<file path="src/rtl/stopwatch_if.sv">
// Stopwatch control bundle: raw front-panel buttons and the digit-chain
// status in, count/clear strobes and display data out.
//   btn_start/stop/lap/clear : raw asynchronous buttons, active-high
//   live_bcd                 : current digit-chain value {d3,d2,d1,d0}
//   wrap_in                  : digit-3 carry-out (9999 -> 0000)
//   count_en / count_clr     : one-cycle strobes to the digit chain
//   disp_bcd                 : value for the seven-segment scan logic
//   running/lap_active/overflow : state flags
// master drives the buttons and chain status; slave is the controller.
interface stopwatch_if;
  logic        btn_start;
  logic        btn_stop;
  logic        btn_lap;
  logic        btn_clear;
  logic [15:0] live_bcd;
  logic        wrap_in;
  logic        count_en;
  logic        count_clr;
  logic [15:0] disp_bcd;
  logic        running;
  logic        lap_active;
  logic        overflow;

  modport master (
    output btn_start, btn_stop, btn_lap, btn_clear, live_bcd, wrap_in,
    input  count_en, count_clr, disp_bcd, running, lap_active, overflow
  );

  modport slave (
    input  btn_start, btn_stop, btn_lap, btn_clear, live_bcd, wrap_in,
    output count_en, count_clr, disp_bcd, running, lap_active, overflow
  );
endinterface

</file>
<file path="src/rtl/stopwatch_ctrl.sv">
// Stopwatch control sequencer. Synchronises and debounces the four buttons,
// runs the IDLE/RUN/LAP/PAUSE/HALT state machine, divides clk down to the
// 1 ms count_en strobe, keeps the lap snapshot and picks the displayed value.
//   clk   : system clock
//   reset : synchronous, active-high
//   sw    : stopwatch_if.slave (buttons, live_bcd, wrap_in in; strobes,
//           disp_bcd and state flags out)
module stopwatch_ctrl #(
  parameter int TICK_DIV        = 50000,
  parameter int DEBOUNCE_CYCLES = 500000
) (
  input  logic       clk,
  input  logic       reset,
  stopwatch_if.slave sw
);

  localparam int PW = (TICK_DIV > 1) ? $clog2(TICK_DIV) : 1;
  localparam int DW = $clog2(DEBOUNCE_CYCLES + 1);
  localparam logic [PW-1:0] PRESC_LAST = PW'(TICK_DIV - 1);
  localparam logic [DW-1:0] DB_LAST    = DW'(DEBOUNCE_CYCLES - 1);

  typedef enum logic [2:0] {S_IDLE, S_RUN, S_LAP, S_PAUSE, S_HALT} state_t;

  // Button index: 0 start, 1 stop, 2 lap, 3 clear
  logic [3:0]    btn_raw;
  logic [3:0]    sync_p0;
  logic [3:0]    sync_p1;
  logic [3:0]    db_lvl;
  logic [3:0]    db_lvl_q;
  logic [3:0]    press;
  logic [DW-1:0] db_cnt [4];

  logic ev_clear, ev_stop, ev_start, ev_lap;

  state_t        state, state_nxt;
  logic          lap_capture;
  logic          counting, counting_nxt, tick_go;
  logic [PW-1:0] presc;
  logic [15:0]   lap_reg;
  logic          count_en_q;
  logic          count_clr_q;
  logic [15:0]   disp_q;

  assign btn_raw = {sw.btn_clear, sw.btn_lap, sw.btn_stop, sw.btn_start};

  // Stage p0/p1: two-flop synchroniser; then debounce on the p1 sample
  always_ff @(posedge clk) begin
    if (reset) begin
      sync_p0  <= '0;
      sync_p1  <= '0;
      db_lvl   <= '0;
      db_lvl_q <= '0;
      for (int i = 0; i < 4; i++) db_cnt[i] <= '0;
    end else begin
      sync_p0  <= btn_raw;
      sync_p1  <= sync_p0;
      db_lvl_q <= db_lvl;
      for (int i = 0; i < 4; i++) begin
        if (sync_p1[i] == db_lvl[i]) begin
          db_cnt[i] <= '0;
        end else if (db_cnt[i] == DB_LAST) begin
          // this is the Nth consecutive differing sample
          db_cnt[i] <= '0;
          db_lvl[i] <= sync_p1[i];
        end else begin
          db_cnt[i] <= db_cnt[i] + DW'(1);
        end
      end
    end
  end

  // Rising edge of the debounced level only; releases are not events
  assign press = db_lvl & ~db_lvl_q;

  // Only the highest-priority coincident press survives
  assign ev_clear = press[3];
  assign ev_stop  = press[1] & ~press[3];
  assign ev_start = press[0] & ~press[3] & ~press[1];
  assign ev_lap   = press[2] & ~press[3] & ~press[1] & ~press[0];

  always_comb begin
    state_nxt   = state;
    lap_capture = 1'b0;
    case (state)
      S_IDLE: begin
        if (ev_start) state_nxt = S_RUN;
      end
      S_RUN: begin
        if (ev_clear)        state_nxt = S_IDLE;
        else if (sw.wrap_in) state_nxt = S_HALT;
        else if (ev_stop)    state_nxt = S_PAUSE;
        else if (ev_lap) begin
          state_nxt   = S_LAP;
          lap_capture = 1'b1;
        end
      end
      S_LAP: begin
        if (ev_clear)        state_nxt = S_IDLE;
        else if (sw.wrap_in) state_nxt = S_HALT;
        else if (ev_stop)    state_nxt = S_PAUSE;
        else if (ev_lap)     state_nxt = S_RUN;
      end
      S_PAUSE: begin
        if (ev_clear)      state_nxt = S_IDLE;
        else if (ev_start) state_nxt = S_RUN;
      end
      S_HALT: begin
        if (ev_clear) state_nxt = S_IDLE;
      end
      default: state_nxt = S_IDLE;
    endcase
  end

  // The prescaler only advances on cycles that stay in RUN/LAP, so a stop
  // freezes it at the elapsed fraction and a resume finishes that millisecond.
  assign counting     = (state == S_RUN) || (state == S_LAP);
  assign counting_nxt = (state_nxt == S_RUN) || (state_nxt == S_LAP);
  assign tick_go      = counting && counting_nxt;

  // Stage p2: state, prescaler, lap snapshot and registered outputs
  always_ff @(posedge clk) begin
    if (reset) begin
      state       <= S_IDLE;
      presc       <= '0;
      lap_reg     <= '0;
      count_en_q  <= 1'b0;
      count_clr_q <= 1'b0;
      disp_q      <= '0;
    end else begin
      state       <= state_nxt;
      count_clr_q <= ev_clear;
      count_en_q  <= tick_go && (presc == PRESC_LAST);
      if (tick_go) begin
        presc <= (presc == PRESC_LAST) ? '0 : presc + PW'(1);
      end else if ((state == S_IDLE) || (state == S_HALT)) begin
        presc <= '0;
      end
      if (lap_capture) lap_reg <= sw.live_bcd;
      disp_q <= (state == S_LAP) ? lap_reg : sw.live_bcd;
    end
  end

  assign sw.count_en   = count_en_q;
  assign sw.count_clr  = count_clr_q;
  assign sw.disp_bcd   = disp_q;
  assign sw.running    = counting;
  assign sw.lap_active = (state == S_LAP);
  assign sw.overflow   = (state == S_HALT);

endmodule
</file>
<file path="src/flat_wrapper.sv">
// flat-port wrapper written by rule: the top's interface ports become plain ports
module stopwatch_ctrl_flat 
#(
  parameter int TICK_DIV        = 50000,
  parameter int DEBOUNCE_CYCLES = 500000
)
  (clk, reset, sw_btn_start, sw_btn_stop, sw_btn_lap, sw_btn_clear, sw_live_bcd, sw_wrap_in, sw_count_en, sw_count_clr, sw_disp_bcd, sw_running, sw_lap_active, sw_overflow);
  stopwatch_if sw_i ();
  input  logic clk;
  input  logic reset;
  input wire logic [$bits(sw_i.btn_start)-1:0] sw_btn_start;
  input wire logic [$bits(sw_i.btn_stop)-1:0] sw_btn_stop;
  input wire logic [$bits(sw_i.btn_lap)-1:0] sw_btn_lap;
  input wire logic [$bits(sw_i.btn_clear)-1:0] sw_btn_clear;
  input wire logic [$bits(sw_i.live_bcd)-1:0] sw_live_bcd;
  input wire logic [$bits(sw_i.wrap_in)-1:0] sw_wrap_in;
  output wire logic [$bits(sw_i.count_en)-1:0] sw_count_en;
  output wire logic [$bits(sw_i.count_clr)-1:0] sw_count_clr;
  output wire logic [$bits(sw_i.disp_bcd)-1:0] sw_disp_bcd;
  output wire logic [$bits(sw_i.running)-1:0] sw_running;
  output wire logic [$bits(sw_i.lap_active)-1:0] sw_lap_active;
  output wire logic [$bits(sw_i.overflow)-1:0] sw_overflow;
  assign sw_i.btn_start = sw_btn_start;
  assign sw_i.btn_stop = sw_btn_stop;
  assign sw_i.btn_lap = sw_btn_lap;
  assign sw_i.btn_clear = sw_btn_clear;
  assign sw_i.live_bcd = sw_live_bcd;
  assign sw_i.wrap_in = sw_wrap_in;
  assign sw_count_en = sw_i.count_en;
  assign sw_count_clr = sw_i.count_clr;
  assign sw_disp_bcd = sw_i.disp_bcd;
  assign sw_running = sw_i.running;
  assign sw_lap_active = sw_i.lap_active;
  assign sw_overflow = sw_i.overflow;
  stopwatch_ctrl #(.TICK_DIV(TICK_DIV), .DEBOUNCE_CYCLES(DEBOUNCE_CYCLES)) u_core (.clk(clk), .reset(reset), .sw(sw_i));
endmodule
</file>
<file path="config.mk">
export PLATFORM = sky130hd
export DESIGN_NAME = stopwatch_ctrl_flat
export DESIGN_NICKNAME = d
export VERILOG_FILES = /design/src/rtl/stopwatch_if.sv /design/src/rtl/stopwatch_ctrl.sv /design/src/flat_wrapper.sv
export SDC_FILE = /design/constraint.sdc
export NUM_CORES = 1
export LEC_CHECK = 0
export ABC_AREA = 0
export BUFFER_PORTS_ARGS = -buffer_cell sky130_fd_sc_hd__buf_2
export CAP_MARGIN = 5
export CORE_MARGIN = 2
export CORE_UTILIZATION = 55
export DETAILED_ROUTE_END_ITERATION = 12
export GPL_TIMING_DRIVEN = 1
export PLACE_DENSITY_LB_ADDON = 0.08
export SKIP_CTS_REPAIR_TIMING = 1
export SLEW_MARGIN = 0
export SYNTH_ARGS = -nofsm -noshare
export SYNTH_HDL_FRONTEND = slang
export SYNTH_SLANG_ARGS = --single-unit
</file>
<file path="constraint.sdc">
create_clock -name clk -period 2.4 [get_ports clk]
set_clock_uncertainty 0.1 [all_clocks]
set_input_delay 0.24 -clock clk [delete_from_list [all_inputs] [get_ports clk]]
set_output_delay 0.24 -clock clk [all_outputs]
set_load 0.1 [all_outputs]
</file>
==> reports/metrics.yaml, run 1 <==
timing.final.hold_violations: 4
post_drt_via_cell_ratio: 5.15
worst_pin_slew_ns: 0.512
gr-usage-met1: 0.239
netlist_instances: 704
synthArstFlopShare: 0
detail_route.first_pass.iterations: 4
dominantRegCellSynth: "edfxtp_1"
dp_slack_ns: -0.0856
cp-end-kind: "register"
path_cells: "nand2b_4 > or4_1 > o211ai_1 > o32ai_4 > mux2_4 > and4b_1 > a311o_1"
relative_slew_margins: 0.655
share_of_the_clock_period_used_by_the_worst_path_after_layout: 1.02
initial_core_util: 0.558
startpoint_type: "register"
timing.critical_path.max_delay_family: "simple AND/OR/NAND/NOR gates"
globalRouteOverflowTotal: 0
die_w_um: 117
slew_violations: 0
clkSlewWorstSetupHoldPaths_ns: 0.06
clk-insertion-delay-late_ns: 0.41
synth_sequential_area_ratio: 0.526
cp_num_buf_inv: 0
worst_path_max_delay_cell: "or4_1"
n_fill_cell: 965
max_ffs_per_register: 76
grt_setup_unrepaired: "true"
period_minus_slack_ns: 2.45
remaining_drc_errors: 0
tritoncts: "built"
clock_tree.htree_level_count: 4
fmax_ghz: 0.409
max_cap_violations: 0
design.final.nets: 901
track_usage: 0.206
violations: "negative hold slack, negative setup slack"
routed-via-count: 5445
synth_area_per_cell_um2: 9.89
grt_util_met3: 0.0503
min_path_type: "input port to register"
clk_path_buf_depth: 2
mapped_cell_area_um2: 6960
antenna-diode-count: 0
count_of_cell_types_in_the_netlist: 55
setup_ws_ns: -0.0455
synth_edf_count: 76
leakagePower_nw: 3.52
vias_in_the_first_global_route: 5037
grt_util_met2: 0.371
wl_um: 13600
critical_path_peak_fanout: 12
design_power_total_w: 0.00585
areaGrowthSynthToFinish_pct: 26.0
die-height_um: 117
floorplan.io_pins: 44
timing_worst_setup_path_type: "register to register"
yosysWarnings: 0
setup-violations-final: 9
arrival_ns: 2.65
drt_iter0_drc: 303
tightest_hold_margin_ns: -0.0134
die_area_um2: 13600
clk_root_buffer_cell: "clkbuf_16"
detail-route-antenna-nets: 0
place_congestion: 0.846
global_route_wire_length_before_repair_um: 22100
result_of_the_run: "finished, violations left"
antenna_found_initial: 0
drt-wirelength-per-cell_um: 12.9
port-buffer-count: 43
cpPeakStageDelay_ns: 0.50
drive_above_1_share: 0.157
cts_num_sinks: 145
ys_ff_latch: 145
cp_data_required_time_ns: 2.60
rows: 41
cts_inserted_buffers: 17
power_per_cell_area_nw_per_um2: 667
design.core.area_um2: 12500
busiest_layer: "met2"
grt_start_max_net_pins: 43
hpwlAfterDp_um: 9280
top_register: "u_core.db_cnt"
peakVddDrop_mv: 0.569
-- Yosys cell counts (2+ instances only) --
master,instances,area share
a211o_1,2,0.0025
buf_1,5,0.0027
ha_1,5,0.0090
or4_1,5,0.0054
nand3b_1,4,0.0043
nor4bb_1,2,0.0029
and2_1,6,0.0054
and3_1,12,0.011
nand4_1,10,0.0090
nor4_2,2,0.0036
nor2_1,109,0.059
o21ai_0,11,0.0079
a21o_1,6,0.0065
nor4_1,10,0.0090
nor2b_1,20,0.018
mux2i_1,20,0.029
or2_2,3,0.0027
nand2b_1,5,0.0045
xor2_1,37,0.047
nand2_1,78,0.042
a31o_1,2,0.0025
nor4b_1,7,0.0088
dfxtp_1,69,0.20
nand3_1,40,0.029
xnor2_1,28,0.035
a21oi_1,35,0.025
inv_1,13,0.0070
edfxtp_1,76,0.33
and4_1,2,0.0025
and4b_1,2,0.0029
buf_6,3,0.0049
nor3_1,12,0.0086
clkbuf_1,16,0.0086
a311o_1,4,0.0058
or3_1,23,0.021
-- tightest hold or removal path: cells and delay by family --
| kind | cells | cell delay (ns) |
|---|---|---|
| muxes | 1 | 0.06 |
| and+or+nand+nor | 1 | 0.07 |
| buffers and inverters | 1 | 0.09 |
-- cells in the final DEF (no fill, tap or decap), types with 7 or more instances in the layout --
master	instances
a21oi_1	34
and3_1	12
buf_2	42
buf_4	36
clkbuf_16	23
conb_1	76
dfxtp_1	64
dlygate4sd3_1	17
edfxtp_1	76
inv_1	13
mux2i_1	20
nand2_1	78
nand3_1	40
nand4_1	10
nor2_1	108
nor2b_1	20
nor3_1	12
nor4_1	9
nor4b_1	7
o21ai_0	10
or3_1	23
xnor2_1	27
xor2_1	37
-- layout make-up --
cell class | instances | area (um2) | share of cell area
flip-flops and latches | 145 | 3670 | 0.419
multi-input cells | 596 | 3470 | 0.395
repair buffers | 99 | 709 | 0.0809
clock buffers | 26 | 598 | 0.0682
well taps | 172 | 215 | 0.0245
inverters | 14 | 57.6 | 0.00656
clock inverters | 5 | 53.8 | 0.00613
-- per-stage QoR --
step,std cells,util,setup TNS (ns),cell area (um2),hold WS (ns)
2_1_floorplan,779,-,-0.221,7280,0.268
3_3_place_gp,1005,0.633,0,7890,0.326
3_5_place_dp,1005,0.633,-0.323,7890,0.344
4_1_cts,1036,0.685,-0.611,8540,-0.0634
5_1_grt,1057,0.704,-2.52,8770,-0.00677
6_report,1057,0.704,-0.248,8770,-0.0134
-- layer usage --
metal  wire (um)  vias to the layer above
li1            -                     2738
met1        5970                     2630
met2        7220                       68
met3         329                        9
met4         130                        0
met5           0                        -
-- worst paths after layout --
kind	from	end	slack, ns	depth (start not counted)
max	u_core.db_lvl_q[2]	u_core.presc[9]	-0.05	7
min	sw_live_bcd[9]	u_core.lap_reg[9]	-0.01	3
max reg2reg	u_core.db_lvl_q[2]	u_core.presc[9]	-0.05	7
min reg2reg	u_core.sync_p0[2]	u_core.sync_p1[2]	0.35	1
-- where the power goes --
part,internal (W),leakage [nW],switching (W)
Sequential,0.00268,1.35,0.0000612
Clock,0.00182,0.326,0.000963
Combinational,0.0000989,1.84,0.000222
-- kinds of logic (layout without fill, tap and decap cells) --
logic type / Yosys count / in the layout / synth area share
AO/OA/AOI/OAI: 68 / 68 / 0.0633
XOR/XNOR: 65 / 65 / 0.0818
adder cells (fa/ha/maj): 5 / 5 / 0.00899
buffers and inverters: 38 / 144 / 0.0244
flip-flops: 145 / 145 / 0.526
multiplexers: 23 / 23 / 0.0358
other: 1 / 76 / 0.000539
AND/OR/NAND/NOR: 359 / 359 / 0.259
No activity file was read; power rests on OpenSTA's default activity.
==> inputs of run 2 (changes only) <==
Settings changed: CELL_PAD_IN_SITES_DETAIL_PLACEMENT set to 0, CELL_PAD_IN_SITES_GLOBAL_PLACEMENT set to 1, CORE_UTILIZATION 55 to 43.
==> run 2 against run 1 <==
Compared with the run above:
- the run ends with negative setup slack left
- worst hold slack improved by 0.12 ns
- clock power decreased by 7.9%
- clock-buffer cell count decreased by 9
- largest power group is now registers
- register-to-register slack about the same
- first-iteration DRC count decreased by 5.0%
- sequential share of layout area decreased by 0.50 points
- sequential power about the same
- critical endpoint is now u_core.presc[2]
- final area increased by 1.3%
- global-route usage decreased by 3.8 points
- critical path type unchanged
- critical path depth unchanged
==> reports/metrics.yaml, run 2 (synthesized netlist as in run 1, its figures left out) <==
instances_no_fill: 1107  # +4.7%
initial_core_util: 0.440  # -0.119
peakVddDrop_mv: 0.503  # -11%
detail-route-antenna-nets: 0  # unchanged
place_congestion: 0.797  # -5.8%
period_minus_slack_ns: 2.45  # +0.00153 ns
design.core.area_um2: 15800  # +27%
clock_tree.htree_level_count: 4  # unchanged
die_area_um2: 17200  # +27%
die_w_um: 131  # +13%
cts_num_sinks: 145  # unchanged
areaGrowthSynthToFinish_pct: 27.6
place_inst: 1053  # +4.8%
cp-startpoint: "u_core.db_lvl[0]"
routed-via-count: 5379  # -1.2%
max_cap_violations: 0  # unchanged
setup-violations-final: 6  # -3
arrival_ns: 2.66  # about the same
clk-insertion-delay-late_ns: 0.42  # about the same
design.final.nets: 906  # +0.55%
holdCritStartpoint: "reset"
clk_root_buffer_cell: "clkbuf_16"
tritoncts: "built"
power_per_cell_area_nw_per_um2: 635  # -4.9%
clk_path_buf_depth: 2  # unchanged
result_of_the_run: "finished, violations left"
die-height_um: 131  # +13%
antenna_found_initial: 0  # unchanged
wl_um: 14000  # +2.9%
remaining_drc_errors: 0  # unchanged
globalRouteOverflowTotal: 0  # unchanged
top_register: "u_core.db_cnt"
track_usage: 0.168  # -0.0380
drt_iter0_drc: 288  # -5.0%
hpwlAfterDp_um: 9530  # +2.6%
drive_above_1_share: 0.175  # +0.0180
violations: "negative setup slack"
clkSlewWorstSetupHoldPaths_ns: 0.07  # about the same
leakagePower_nw: 3.51  # -0.34%
grt_start_max_net_pins: 27  # -37%
startpoint_type: "register"
rows: 46  # +12%
post_drt_via_cell_ratio: 4.86  # -5.7%
timing.final.hold_violations: 0  # -4
cts_inserted_buffers: 17  # unchanged
min_path_type: "input port to register"
fmax_ghz: 0.409  # about the same
dp_slack_ns: -0.0889  # -0.00336 ns
layout_common_cells: "nor2_1, nand2_1, edfxtp_1, conb_1, dfxtp_1"
critical_path_peak_fanout: 8  # -4
drt-wirelength-per-cell_um: 12.7  # -1.7%
antenna-diode-count: 0  # unchanged
max_ffs_per_register: 76  # unchanged
share_of_the_clock_period_used_by_the_worst_path_after_layout: 1.02  # about the same
timing_worst_setup_path_type: "register to register"
slew_violations: 0  # unchanged
cp-end-kind: "register"
r2r-start: "u_core.db_lvl[0]"
detail_route.first_pass.iterations: 4  # unchanged
cp_data_required_time_ns: 2.61  # about the same
final_common_cell: "nor2_1"
grt_setup_unrepaired: "true"
vias_in_the_first_global_route: 5255  # +4.3%
setup_ws_ns: -0.0470  # -0.00153 ns
port-buffer-count: 43  # unchanged
fin_util: 0.561  # -0.142
floorplan.io_pins: 44  # unchanged
global_route_wire_length_before_repair_um: 23900  # +7.9%
[run 2: cell types whose count changed in the layout (fill, tap and decap cells not counted), moves of 3 or more]
cell	previous run	this run
clkinv_2	3	0
inv_4	0	3
nor2b_1	20	17
inv_6	0	7
dlygate4sd3_1	17	20
clkbuf_16	23	17
nor2b_4	1	4
[run 2: final cells by class]
class / instances / area, um2
clock buffers: 17 / 425
clock inverters: 15 / 144
fillers: 1443 / 6940
inverters: 14 / 57.6
multi-input cells: 597 / 3560
flip-flops and latches: 145 / 3670
well taps: 216 / 270
repair buffers: 103 / 757
[run 2: power by group]
part           total (W)  switching [W]  internal, W
combinational   0.000326       0.000222     0.000104
sequential       0.00274      0.0000604      0.00268
clock            0.00257        0.00112      0.00145
[run 2: per-stage QoR]
stage | TNS, ns | hold slack, ns | power, W | instance area [um2]
3_3_place_gp | 0 | 0.321 | 0.00309 | 7990
3_5_place_dp | -0.233 | 0.323 | 0.00309 | 7990
2_1_floorplan | -0.221 | 0.268 | 0.00301 | 7280
5_1_grt | -1.14 | 0.0928 | 0.00586 | 8880
4_1_cts | -0.424 | -0.0914 | 0.00568 | 8550
6_report | -0.158 | 0.106 | 0.00564 | 8880
[run 2: path summary, 6_finish.rpt]
path,end,slack [ns],cells past startpoint
setup / recovery,u_core.presc[2],-0.05,7
setup reg to reg,u_core.presc[2],-0.05,7
hold / removal,u_core.db_lvl[2],0.11,2
hold reg to reg,u_core.sync_p1[3],0.34,1
[run 2: layer usage]
layer,vias to the layer above,share of wire,GRT usage,wire length (um)
li1,2758,-,-,-
met1,2540,0.47,0.208,6590
met2,68,0.49,0.283,6860
met3,13,0.030,0.0444,418
met4,0,0.013,0.0592,180
met5,-,0,0,0
[run 2: worst max-delay path, cell delays in order (launching register included)]
cell,delay (ns)
dfxtp_2,0.32
nor2b_4,0.12
or4_1,0.52
o211ai_1,0.30
o32ai_4,0.20
mux2i_4,0.24
nor2b_4,0.19
a311o_1,0.35
